===== src/rtl/mem_req_arbiter.sv =====
// Round-robin arbiter sharing one main-memory port between the icache and dcache.
// One transaction outstanding; sequences request, write-data and read-response channels.
module mem_req_arbiter #(
    parameter int unsigned ADDR_WIDTH = 32,
    parameter int unsigned DATA_WIDTH = 128,
    parameter int unsigned MASK_WIDTH = 16
) (
    input  logic                  clk,
    input  logic                  reset,

    input  logic                  ic_req_valid,
    output logic                  ic_req_ready,
    input  logic [ADDR_WIDTH-1:0] ic_req_addr,
    output logic                  ic_resp_valid,
    output logic [DATA_WIDTH-1:0] ic_resp_data,

    input  logic                  dc_req_valid,
    output logic                  dc_req_ready,
    input  logic                  dc_req_rw,
    input  logic [ADDR_WIDTH-1:0] dc_req_addr,
    input  logic [DATA_WIDTH-1:0] dc_req_wdata,
    input  logic [MASK_WIDTH-1:0] dc_req_wmask,
    output logic                  dc_resp_valid,
    output logic [DATA_WIDTH-1:0] dc_resp_data,

    output logic                  mem_req_valid,
    input  logic                  mem_req_ready,
    output logic                  mem_req_rw,
    output logic [ADDR_WIDTH-1:0] mem_req_addr,
    output logic                  mem_wdata_valid,
    input  logic                  mem_wdata_ready,
    output logic [DATA_WIDTH-1:0] mem_wdata,
    output logic [MASK_WIDTH-1:0] mem_wmask,
    input  logic                  mem_resp_valid,
    input  logic [DATA_WIDTH-1:0] mem_resp_data,

    output logic                  busy,
    output logic                  owner
);

    typedef enum logic [1:0] {
        IDLE,
        REQ,
        RESP
    } state_t;

    state_t state_q, state_d;

    logic last_grant_q;   // 0 = icache, 1 = dcache
    logic owner_q;
    logic rw_q;
    logic req_done_q;
    logic wdata_done_q;

    logic grant_dc;
    logic accept;
    logic req_fire;
    logic wdata_fire;
    logic write_done;
    logic resp_take;

    // dcache wins when it is the only requester, or on a tie when icache went last
    assign grant_dc = dc_req_valid && (!ic_req_valid || !last_grant_q);

    assign mem_req_valid   = (state_q == REQ) && !req_done_q;
    assign mem_wdata_valid = (state_q == REQ) && rw_q && !wdata_done_q;
    assign req_fire        = mem_req_valid && mem_req_ready;
    assign wdata_fire      = mem_wdata_valid && mem_wdata_ready;

    assign mem_req_rw = rw_q;
    assign busy       = (state_q != IDLE);
    assign owner      = owner_q;

    always_comb begin
        state_d      = state_q;
        ic_req_ready = 1'b0;
        dc_req_ready = 1'b0;
        accept       = 1'b0;
        write_done   = 1'b0;
        resp_take    = 1'b0;
        case (state_q)
            IDLE: begin
                if (ic_req_valid || dc_req_valid) begin
                    accept       = 1'b1;
                    dc_req_ready = grant_dc;
                    ic_req_ready = !grant_dc;
                    state_d      = REQ;
                end
            end
            REQ: begin
                if (!rw_q) begin
                    if (req_fire) begin
                        state_d = RESP;
                    end
                end else if ((req_done_q || req_fire) && (wdata_done_q || wdata_fire)) begin
                    // both channels may fire in the same cycle or in either order
                    write_done = 1'b1;
                    state_d    = IDLE;
                end
            end
            RESP: begin
                if (mem_resp_valid) begin
                    resp_take = 1'b1;
                    state_d   = IDLE;
                end
            end
            default: state_d = IDLE;
        endcase
    end

    always_ff @(posedge clk or negedge reset) begin
        if (!reset) begin
            state_q       <= IDLE;
            last_grant_q  <= 1'b0;
            owner_q       <= 1'b0;
            rw_q          <= 1'b0;
            req_done_q    <= 1'b0;
            wdata_done_q  <= 1'b0;
            mem_req_addr  <= '0;
            mem_wdata     <= '0;
            mem_wmask     <= '0;
            ic_resp_valid <= 1'b0;
            dc_resp_valid <= 1'b0;
            ic_resp_data  <= '0;
            dc_resp_data  <= '0;
        end else begin
            state_q       <= state_d;
            ic_resp_valid <= resp_take && !owner_q;
            dc_resp_valid <= (resp_take && owner_q) || write_done;

            if (accept) begin
                last_grant_q <= grant_dc;
                owner_q      <= grant_dc;
                rw_q         <= grant_dc && dc_req_rw;
                mem_req_addr <= grant_dc ? dc_req_addr : ic_req_addr;
                mem_wdata    <= (grant_dc && dc_req_rw) ? dc_req_wdata : '0;
                mem_wmask    <= (grant_dc && dc_req_rw) ? dc_req_wmask : '0;
                req_done_q   <= 1'b0;
                wdata_done_q <= 1'b0;
            end else begin
                if (req_fire) begin
                    req_done_q <= 1'b1;
                end
                if (wdata_fire) begin
                    wdata_done_q <= 1'b1;
                end
            end

            if (resp_take) begin
                if (owner_q) begin
                    dc_resp_data <= mem_resp_data;
                end else begin
                    ic_resp_data <= mem_resp_data;
                end
            end
        end
    end

endmodule


===== config.mk =====
export PLATFORM = sky130hd
export DESIGN_NAME = mem_req_arbiter
export DESIGN_NICKNAME = d
export VERILOG_FILES = /design/src/rtl/mem_req_arbiter.sv
export SDC_FILE = /design/constraint.sdc
export NUM_CORES = 1
export LEC_CHECK = 0
export ABC_AREA = 1
export BUFFER_PORTS_ARGS = -buffer_cell sky130_fd_sc_hd__buf_4
export CORE_AREA = 2 2 307 309
export CTS_BUF_LIST = sky130_fd_sc_hd__clkbuf_8 sky130_fd_sc_hd__clkbuf_16
export CTS_CLUSTER_DIAMETER = 100
export DETAILED_ROUTE_END_ITERATION = 8
export DIE_AREA = 0 0 309 311
export PLACE_DENSITY_LB_ADDON = 0.12
export SYNTH_ARGS = -nofsm -noshare
export SYNTH_HDL_FRONTEND = slang
export SYNTH_SLANG_ARGS = --single-unit

===== constraint.sdc =====
create_clock -name clk -period 1.84 [get_ports clk]
set_input_delay 0.092 -clock clk [delete_from_list [all_inputs] [get_ports clk]]
set_output_delay 0.092 -clock clk [all_outputs]
set_load 0.02 [all_outputs]

; ---- Yosys cells after proc, flatten, opt, wreduce, memory -nomap -nowiden
; Index checks and enable logic that the tools add are counted.
[totals]
elab_cells = 70
inputBits = 344
reg_bits = 440
output_inout_bits = 441
[classes]
eq_ne = 6
muxes = 24
n_reduce_logical = 27
n_bitwise = 1
[op_table]
columns = op, n
row1 = 2-to-1 mux 128 bit, 1
row2 = 2-to-1 mux 32 bit, 1
row3 = 2-to-1 mux 16 bit, 1
row4 = 2-to-1 mux 1 bit, 15
row5 = logical AND 1 bit, 10
row6 = 2-to-1 mux 2 bit, 5
row7 = case mux 2 bit (3 select lines), 1
row8 = nonzero test 2 bit, 3
row9 = logical NOT 1 bit, 5
row10 = logical OR 1 bit, 5
row11 = "!= test 2 bit, second input constant", 2
row12 = AND reduction 2 bit, 2
row13 = AND reduction 4 bit, 1
row14 = "!= test 3 x 2 -> 1 bit, second input constant", 1
row15 = "!= test 3 bit, second input constant", 1
row16 = "equality test 2 x 1 -> 1 bit, second input constant", 1
row17 = "equality test 2 bit, second input constant", 1
row18 = logical NOT 2 bit, 1
row19 = NOT 1 bit, 1

; ---- Depth between registers and ports, before layout
; Gate-level depths: netlist of the first run.
[logic_depth]
word_depth = 10
depth_mapped = 8
ltp_nobuf = 6

; ---- Worst setup path before layout of the first run
; OpenSTA, ideal clock, no wires.
[synth_timing]
path_kind = flip-flop to flip-flop
start = register, netlist name owner
end = register mem_wdata[100]
arrival_time_ns = 1.342
slack_ns = 0.380
n_path_buf = 2
path_stages_with_launch = 8
setup_time_ns = 0.117
period_less_slack_ns = 1.460
path_cell_list = dfrtp_1 inv_1 o21ai_1 nor2_4 buf_2 buf_2 nand3_1 nand2_1
[synth_rtl]
columns = item, line
row1 = "end signal, assigned", 136  ; mem_wdata <= (grant_dc && dc_req_rw) ? dc_req_wdata : '0;
row2 = "end, declared", 32  ; output logic [DATA_WIDTH-1:0] mem_wdata,

==> flow_summary.yaml, run 1 <==
outcome:
  outcome: "complete, no violations"
sta:
  worst_max_slew_margin_expressed_relative_to_the_limit: 0.5485
  final-max-slew-violation-count: 0
  setup_repair_after_global_routing_missed_its_margin: "yes"
  fin_hold_ws_ns: 0.02652
  layout_min_cycle_time_ns: 1.729
  min_period_over_period: 0.9399
  timing_hold_violations_final: 0
  fin_ws_ns: 0.1106
  clock_skew_ns: 0.01775
  finalSetupViolations: 0
  max_slew.worst_pin.slew_ns: 0.6772
  max_freq_ghz: 0.5782
power:
  power_density_over_cell_area_nw_per_um2: 1422
  finalPower_w: 0.04257
  power.ir.vdd_worst_uv: 755.6
  total_leakage_power_nw: 15.77
floorplanning:
  die_h_um: 311
  floorplan.die.width_um: 309
  initial_standard_cell_utilization_of_the_core: 0.1807
  io_pins: 785
  core-area_um2: 92770
  die-area_um2: 96100
  placementRows: 112
hold_path:
  hp-class: "in2async"
drt:
  initialDrtViolationCount: 982
  final_routed_drc_violation_total: 0
  drt_pre_antenna_iters: 5
  antenna_violating_nets_post_route: 0
  via_per_inst: 3.890
  drt_wirelength_mm: 75.45
  route.detailed.wl_per_inst_um: 17.81
  route.vias.total: 16477
synth:
  synth-seq-cells: 440
  ys.warnings.count: 0
  yosysSeqAreaShare: 0.6568
  synth_cell_type_count: 18
  postSynthCellCount: 1800
  mean_area_per_synthesized_cell_um2: 9.313
  synthesis.nets: 2144
  synth.cell_area_um2: 16760
setup_path:
  crit_arrival_ns: 1.64
  timing_worst_setup_path_type: "reg2out"
  timing.critical_path.required_ns: 1.75
  timing.critical_path.fanout_max: 3
  timing.critical_path.to_type: "primary output"
  start_kind: "flip-flop"
placement:
  place_inst: 3784
  gp_congestion: 0.8215
  place_hpwl_mm: 56.51
  buffer_ports.inserted: 784
  place_ws_ns: 0.09153
clock_network:
  sinks_on_the_clock_net: 440
  clock_buffer_count_from_cts: 56
  clk_latency_ns: 0.62
  cts_htree_levels: 2
  tritoncts: "yes"
  cts.path.max_buffers: 3
  clock-root-buffer: "sky130_fd_sc_hd__clkbuf_16"
  clkSlewWorstSetupHoldPaths_ns: 0.05
global_route:
  groute.usage.overall: 0.1544
  gr-total-overflow: 0
  first_global_vias: 17528
  largest_net_degree_at_the_start_of_global_routing: 81
  grt_first_pass_wirelength_mm: 112.4
  antenna_violations_before_repair: 6
cells_and_area:
  number_of_nets_in_the_layout: 3286
  final_layout_size_suffix_gt1_frac: 0.3173
  synthToLayoutAreaGrowth_pct: 78.57
  final_cell_count_no_fill: 4236
run:
  max_cap_violations: 0
-- critical path, cell delays in order (launching register included) --
cell	delay [ns]
sky130_fd_sc_hd__dfrtp_1	0.37
sky130_fd_sc_hd__inv_2	0.08
sky130_fd_sc_hd__o21ai_2	0.23
sky130_fd_sc_hd__nor2_4	0.08
sky130_fd_sc_hd__buf_12	0.13
sky130_fd_sc_hd__buf_6	0.12
-- where the power goes --
part	internal (W)	leakage, nW	switching (W)	total [W]
combinational	0.00707	8.97	0.0103	0.0174
sequential	0.0128	5.87	0.00191	0.0148
clock	0.00605	0.923	0.00435	0.0104
total	0.0260	15.8	0.0166	0.0426
-- cells by family (layout without fill, tap and decap cells) --
family / after synthesis / after routing / synth area share
compound gates: 264 / 264 / 0.07979
flops: 440 / 440 / 0.6568
buf+inv: 255 / 1433 / 0.06068
other cells: 0 / 4 / 0
simple gates: 841 / 841 / 0.2027
-- synthesized netlist by cell type --
| master | count | share of area |
|---|---|---|
| sky130_fd_sc_hd__o21bai_1 | 2 | 0.00090 |
| sky130_fd_sc_hd__buf_2 | 48 | 0.014 |
| sky130_fd_sc_hd__nor2_1 | 7 | 0.0016 |
| sky130_fd_sc_hd__dfrtp_1 | 440 | 0.66 |
| sky130_fd_sc_hd__nand4_1 | 2 | 0.00075 |
| sky130_fd_sc_hd__o21ai_1 | 22 | 0.0066 |
| sky130_fd_sc_hd__buf_1 | 1 | 0.00022 |
| sky130_fd_sc_hd__inv_1 | 141 | 0.032 |
| sky130_fd_sc_hd__a21oi_4 | 1 | 0.00097 |
| sky130_fd_sc_hd__a21oi_1 | 1 | 0.00030 |
| sky130_fd_sc_hd__clkbuf_1 | 63 | 0.014 |
| sky130_fd_sc_hd__nor2_2 | 1 | 0.00037 |
| sky130_fd_sc_hd__nor2_4 | 1 | 0.00067 |
| sky130_fd_sc_hd__nand2_1 | 649 | 0.15 |
| sky130_fd_sc_hd__inv_2 | 2 | 0.00045 |
| sky130_fd_sc_hd__nor3_1 | 1 | 0.00030 |
| sky130_fd_sc_hd__o21ai_0 | 238 | 0.071 |
| sky130_fd_sc_hd__nand3_1 | 180 | 0.054 |
-- flip-flops by register name, indices dropped and copies added (netlist names) --
| signal | count |
|---|---|
| ic_resp_data | 128 |
| mem_req_rw | 1 |
| mem_wmask | 16 |
| owner | 1 |
| dc_resp_valid | 1 |
| wdata_done_q | 1 |
| req_done_q | 1 |
| mem_wdata | 128 |
| state_q | 2 |
| mem_req_addr | 32 |
| ic_resp_valid | 1 |
| dc_resp_data | 128 |
-- per-stage QoR --
step	util	TNS, ns	cell area (µm²)
global placement	0.2646	0	24550
detailed placement	0.2646	0	24550
global route	0.3227	-0.03156	29940
CTS	0.3218	-0.03688	29850
floorplan	-	0	16760
finish	0.3227	0	29940
-- final timing paths --
| check | start | endpoint | slack [ns] | cells after the start |
|---|---|---|---|---|
| setup / recovery | owner$_DFFE_PN0P_ | dc_req_ready | 0.11 | 5 |
| hold / removal | reset | mem_req_addr[6]$_DFFE_PN0P_ | 0.03 | 2 |
| setup reg to reg | state_q[0]$_DFFE_PN0P_ | mem_wdata[37]$_DFFE_PN0P_ | 0.13 | 9 |
| hold reg to reg | mem_wdata[48]$_DFFE_PN0P_ | mem_wdata[48]$_DFFE_PN0P_ | 0.48 | 2 |
| max in group asynchronous | reset | ic_resp_data[102]$_DFFE_PN0P_ | 1.07 | 3 |
| min in group clk | dc_req_rw | mem_wmask[7]$_DFFE_PN0P_ | 0.12 | 6 |
-- cell usage in the layout (no fill, tap or decap) --
| cell type | instances |
|---|---|
| sky130_fd_sc_hd__buf_6 | 5 |
| sky130_fd_sc_hd__inv_6 | 3 |
| sky130_fd_sc_hd__clkinv_8 | 1 |
| sky130_fd_sc_hd__o21ai_0 | 237 |
| sky130_fd_sc_hd__o21bai_1 | 2 |
| sky130_fd_sc_hd__dfrtp_1 | 440 |
| sky130_fd_sc_hd__bufbuf_16 | 2 |
| sky130_fd_sc_hd__nand2_1 | 648 |
| sky130_fd_sc_hd__inv_1 | 159 |
| sky130_fd_sc_hd__nor2_2 | 2 |
| sky130_fd_sc_hd__buf_12 | 29 |
| sky130_fd_sc_hd__nand3_4 | 2 |
| sky130_fd_sc_hd__diode_2 | 4 |
| sky130_fd_sc_hd__o21ai_2 | 1 |
| sky130_fd_sc_hd__buf_8 | 2 |
| sky130_fd_sc_hd__a21oi_4 | 1 |
| sky130_fd_sc_hd__inv_16 | 1 |
| sky130_fd_sc_hd__o21ai_4 | 1 |
| sky130_fd_sc_hd__clkbuf_16 | 56 |
| sky130_fd_sc_hd__bufinv_16 | 1 |
| sky130_fd_sc_hd__nor2_4 | 4 |
| sky130_fd_sc_hd__nand4_1 | 2 |
| sky130_fd_sc_hd__a21oi_1 | 1 |
| sky130_fd_sc_hd__inv_2 | 3 |
| sky130_fd_sc_hd__nor3_1 | 1 |
| sky130_fd_sc_hd__o21ai_1 | 21 |
| sky130_fd_sc_hd__nand3_1 | 178 |
| sky130_fd_sc_hd__clkbuf_8 | 11 |
| sky130_fd_sc_hd__nand2_2 | 1 |
| sky130_fd_sc_hd__buf_4 | 817 |
| sky130_fd_sc_hd__clkinv_2 | 2 |
| sky130_fd_sc_hd__dlygate4sd3_1 | 341 |
| sky130_fd_sc_hd__nor2_1 | 3 |
-- final cells by class --
| cell class | count | area (µm²) |
|---|---|---|
| Tap cell | 1254 | 1569 |
| Clock inverter | 27 | 168.9 |
| Fill cell | 9836 | 62830 |
| Sequential cell | 440 | 11010 |
| Inverter | 143 | 541.8 |
| Antenna cell | 4 | 10.01 |
| Clock buffer | 67 | 1553 |
| Timing Repair Buffer | 1196 | 10280 |
| Multi-Input combinational cell | 1105 | 4803 |
-- repair_timing --
item / CTS / global route
resized for setup: 17 / 4
hold buffers: 341 / 0
pin swaps: 4 / 1
endpoints found under the setup margin: 3 / 196
endpoints found under the hold margin: 877 / 0
buffers inserted: 6 / 5
gates cloned: 2 / 0
-- metal layers --
metal	wire [µm]	track usage	share of wire
met1	28860	0.1726	0.38
met2	39160	0.2770	0.52
met4	2761	0.06289	0.037
met5	14	0	0.00019
met3	4654	0.03916	0.062
Note: power is estimated with default switching activity, not from simulation.
==> inputs of run 2 (changes only) <==
- CORE_AREA: 2 2 307 309 -> 2 2 306 308
- DIE_AREA: 0 0 309 311 -> 0 0 308 310
- clock period: 1.84 -> 1.5 ns (I/O delays scaled with it)
==> run 2 against run 1 <==
Effect of this change:
- critical endpoint is now mem_req_addr[30]$_DFFE_PN0P_
- highest routed layer unchanged
- total power grew 42%
- largest power group unchanged
- combinational power grew 57%
- the run now ends with negative setup slack left
- design area grew 8.8%
- non-clock buffer count grew 77
==> flow_summary.yaml, run 2 (synthesis gave the netlist of run 1 again) <==
placement:
  place_hpwl_mm: 56.94
  gp_congestion: 0.8407
  buffer_ports.inserted: 784
clock_network:
  tritoncts: "yes"
  clkSlewWorstSetupHoldPaths_ns: 0.06
  clock-root-buffer: "sky130_fd_sc_hd__clkbuf_16"
  clock_buffer_count_from_cts: 57
  sinks_on_the_clock_net: 440
  cts_htree_levels: 2
  clk_latency_ns: 0.61
  cts.path.max_buffers: 3
drt:
  via_per_inst: 4.027
  final_routed_drc_violation_total: 0
  initialDrtViolationCount: 959
  route.vias.total: 17187
  antenna_violating_nets_post_route: 0
  drt_pre_antenna_iters: 5
  drt_wirelength_mm: 82.27
  route.detailed.wl_per_inst_um: 19.28
cells_and_area:
  number_of_nets_in_the_layout: 3367
  final_common_cell: "sky130_fd_sc_hd__buf_4"
  largest_registers: "dc_resp_data: 128 flops, ic_resp_data: 128 flops, mem_wdata: 128 flops"
  synthToLayoutAreaGrowth_pct: 94.29
  most-common-layout-cells: "sky130_fd_sc_hd__buf_4, sky130_fd_sc_hd__nand2_1, sky130_fd_sc_hd__dfrtp_1"
  final_layout_size_suffix_gt1_frac: 0.3938
  fillers: 9567
floorplanning:
  die-area_um2: 95480
  floorplan.die.width_um: 308
  initial_standard_cell_utilization_of_the_core: 0.1813
  core-area_um2: 92490
  io_pins: 785
  placementRows: 112
  die_h_um: 310
global_route:
  groute.usage.overall: 0.1634
  first_global_vias: 18093
  gr-usage-met2: 0.2830
  globalRoute.busiestLayer: "met2"
  fraction_of_met3_tracks_used_by_global_routing: 0.03794
  gr-total-overflow: 0
  grt_first_pass_wirelength_mm: 117.9
  grtUsageMet1: 0.1935
  largest_net_degree_at_the_start_of_global_routing: 73
  antenna_violations_before_repair: 2
sta:
  finalSetupTns_ns: -40.59
  clock_skew_ns: 0.02027
  layout_min_cycle_time_ns: 1.778
  fin_ws_ns: -0.2782
  max_slew.worst_pin.slew_ns: 0.5632
  finalSetupViolations: 283
  setup_repair_after_global_routing_missed_its_margin: "yes"
  min_period_over_period: 1.185
  fin_hold_ws_ns: 0.002073
  worst_max_slew_margin_expressed_relative_to_the_limit: 0.6245
  final-max-slew-violation-count: 0
  timing_hold_violations_final: 0
  max_freq_ghz: 0.5624
outcome:
  outcome: "finished with violations"
  failing_checks: "negative setup slack"
power:
  p_clk_frac: 0.244
  total_leakage_power_nw: 16.92
  netSwitchingFraction: 0.3832
  power.ir.vdd_worst_uv: 784.8
  internal-power_w: 0.03735
  power.share.combinational: 0.452
  power_density_over_cell_area_nw_per_um2: 1859
  sequentialPowerShare: 0.304
  power.switching_w: 0.02321
setup_path:
  timing_worst_setup_path_type: "reg2reg"
  timing.critical_path.fanout_max: 8
  r2r_slack_ns: -0.28
  timing.critical_path.to_type: "flip-flop"
  start_kind: "flip-flop"
  timing.critical_path.required_ns: 1.99
  crit_arrival_ns: 2.27
hold_path:
  hp-class: "in2async"
run:
  max_cap_violations: 0
==> run 2: changes by cell type in the layout (fill, tap and decap cells not counted), moves of 9 or more <==
cell                        change
sky130_fd_sc_hd__buf_12        +15
sky130_fd_sc_hd__nand2_4       +29
sky130_fd_sc_hd__clkbuf_16     +10
sky130_fd_sc_hd__nand3_2       +36
sky130_fd_sc_hd__buf_6         +16
sky130_fd_sc_hd__buf_16        +27
sky130_fd_sc_hd__clkinv_2       +9
sky130_fd_sc_hd__nand2_1      -119
sky130_fd_sc_hd__nand3_1       -39
sky130_fd_sc_hd__nand2_2       +89
sky130_fd_sc_hd__o21ai_0       -10
sky130_fd_sc_hd__buf_8         +13
sky130_fd_sc_hd__inv_1         -12
==> run 2: metal layers <==
layer | share of wire | wire length, µm
met4 | 0.046 | 3753
met2 | 0.50 | 41140
met3 | 0.057 | 4666
met5 | 0.00019 | 16
met1 | 0.40 | 32700
==> run 2: per-stage QoR <==
| step | instances | utilization | area, µm² | setup WS [ns] | total power (W) |
|---|---|---|---|---|---|
| 2_1_floorplan | 1800 | - | 16760 | 0.04030 | 0.02758 |
| 3_3_place_gp | 3744 | 0.2672 | 24720 | -0.02184 | 0.03906 |
| 3_5_place_dp | 3744 | 0.2672 | 24720 | -0.05001 | 0.03920 |
| 4_1_cts | 4258 | 0.3440 | 31820 | -0.3261 | 0.06010 |
| 5_1_grt | 4267 | 0.3521 | 32570 | -0.3870 | 0.06381 |
| 6_report | 4268 | 0.3522 | 32570 | -0.2782 | 0.06055 |
==> run 2: worst paths after layout <==
kind                                      startpoint  cells after the start                           end
max in group asynchronous                      reset                      3     mem_wdata[70]$_DFFE_PN0P_
min                                            reset                      2     mem_wmask[11]$_DFFE_PN0P_
min reg2reg                mem_wdata[77]$_DFFE_PN0P_                      2     mem_wdata[77]$_DFFE_PN0P_
max reg2reg                   state_q[1]$_DFFE_PN0P_                     11  mem_req_addr[30]$_DFFE_PN0P_
min in group clk                     ic_req_addr[11]                      4  mem_req_addr[11]$_DFFE_PN0P_
max                           state_q[1]$_DFFE_PN0P_                     11  mem_req_addr[30]$_DFFE_PN0P_
==> run 2: cell type report <==
cell class,instances,area [µm²],share of cell area
diodes,1,2.502,0.00007683
clock buffers,73,1647,0.05056
clock inverters,33,386.6,0.01187
inverters,143,563.0,0.01729
multi-input cells,1105,5502,0.1689
flip-flops and latches,440,11010,0.3381
well taps,1197,1498,0.04598
repair buffers,1273,11910,0.3655
repair inverters,3,56.30,0.001729
==> run 2: repair_timing <==
item	4_1_cts	5_1_grt
pin swaps	12	86
setup endpoints to repair	74	434
setup buffers	33	8
cloned	32	9
hold buffers	343	0
resized for setup	140	195
endpoints found under the hold margin	877	0
==> run 2: power by group through the flow <==
stage          logic, W  registers, W  clock network, W
2_1_floorplan   0.00497        0.0226                 0
3_3_place_gp     0.0209        0.0182                 0
3_5_place_dp     0.0210        0.0182                 0
4_1_cts          0.0266        0.0182            0.0153
5_1_grt          0.0292        0.0189            0.0158
6_report         0.0274        0.0184            0.0148
==> run 2: critical path, cell delays in order, from the launching register on <==
cell,delay [ns]
sky130_fd_sc_hd__dfrtp_1,0.39
sky130_fd_sc_hd__nor2_2,0.15
sky130_fd_sc_hd__inv_2,0.07
sky130_fd_sc_hd__buf_6,0.12
sky130_fd_sc_hd__a21oi_4,0.14
sky130_fd_sc_hd__buf_6,0.13
sky130_fd_sc_hd__buf_12,0.16
sky130_fd_sc_hd__buf_12,0.13
sky130_fd_sc_hd__inv_16,0.06
sky130_fd_sc_hd__buf_16,0.15
sky130_fd_sc_hd__nand2_1,0.07
sky130_fd_sc_hd__nand3_1,0.07
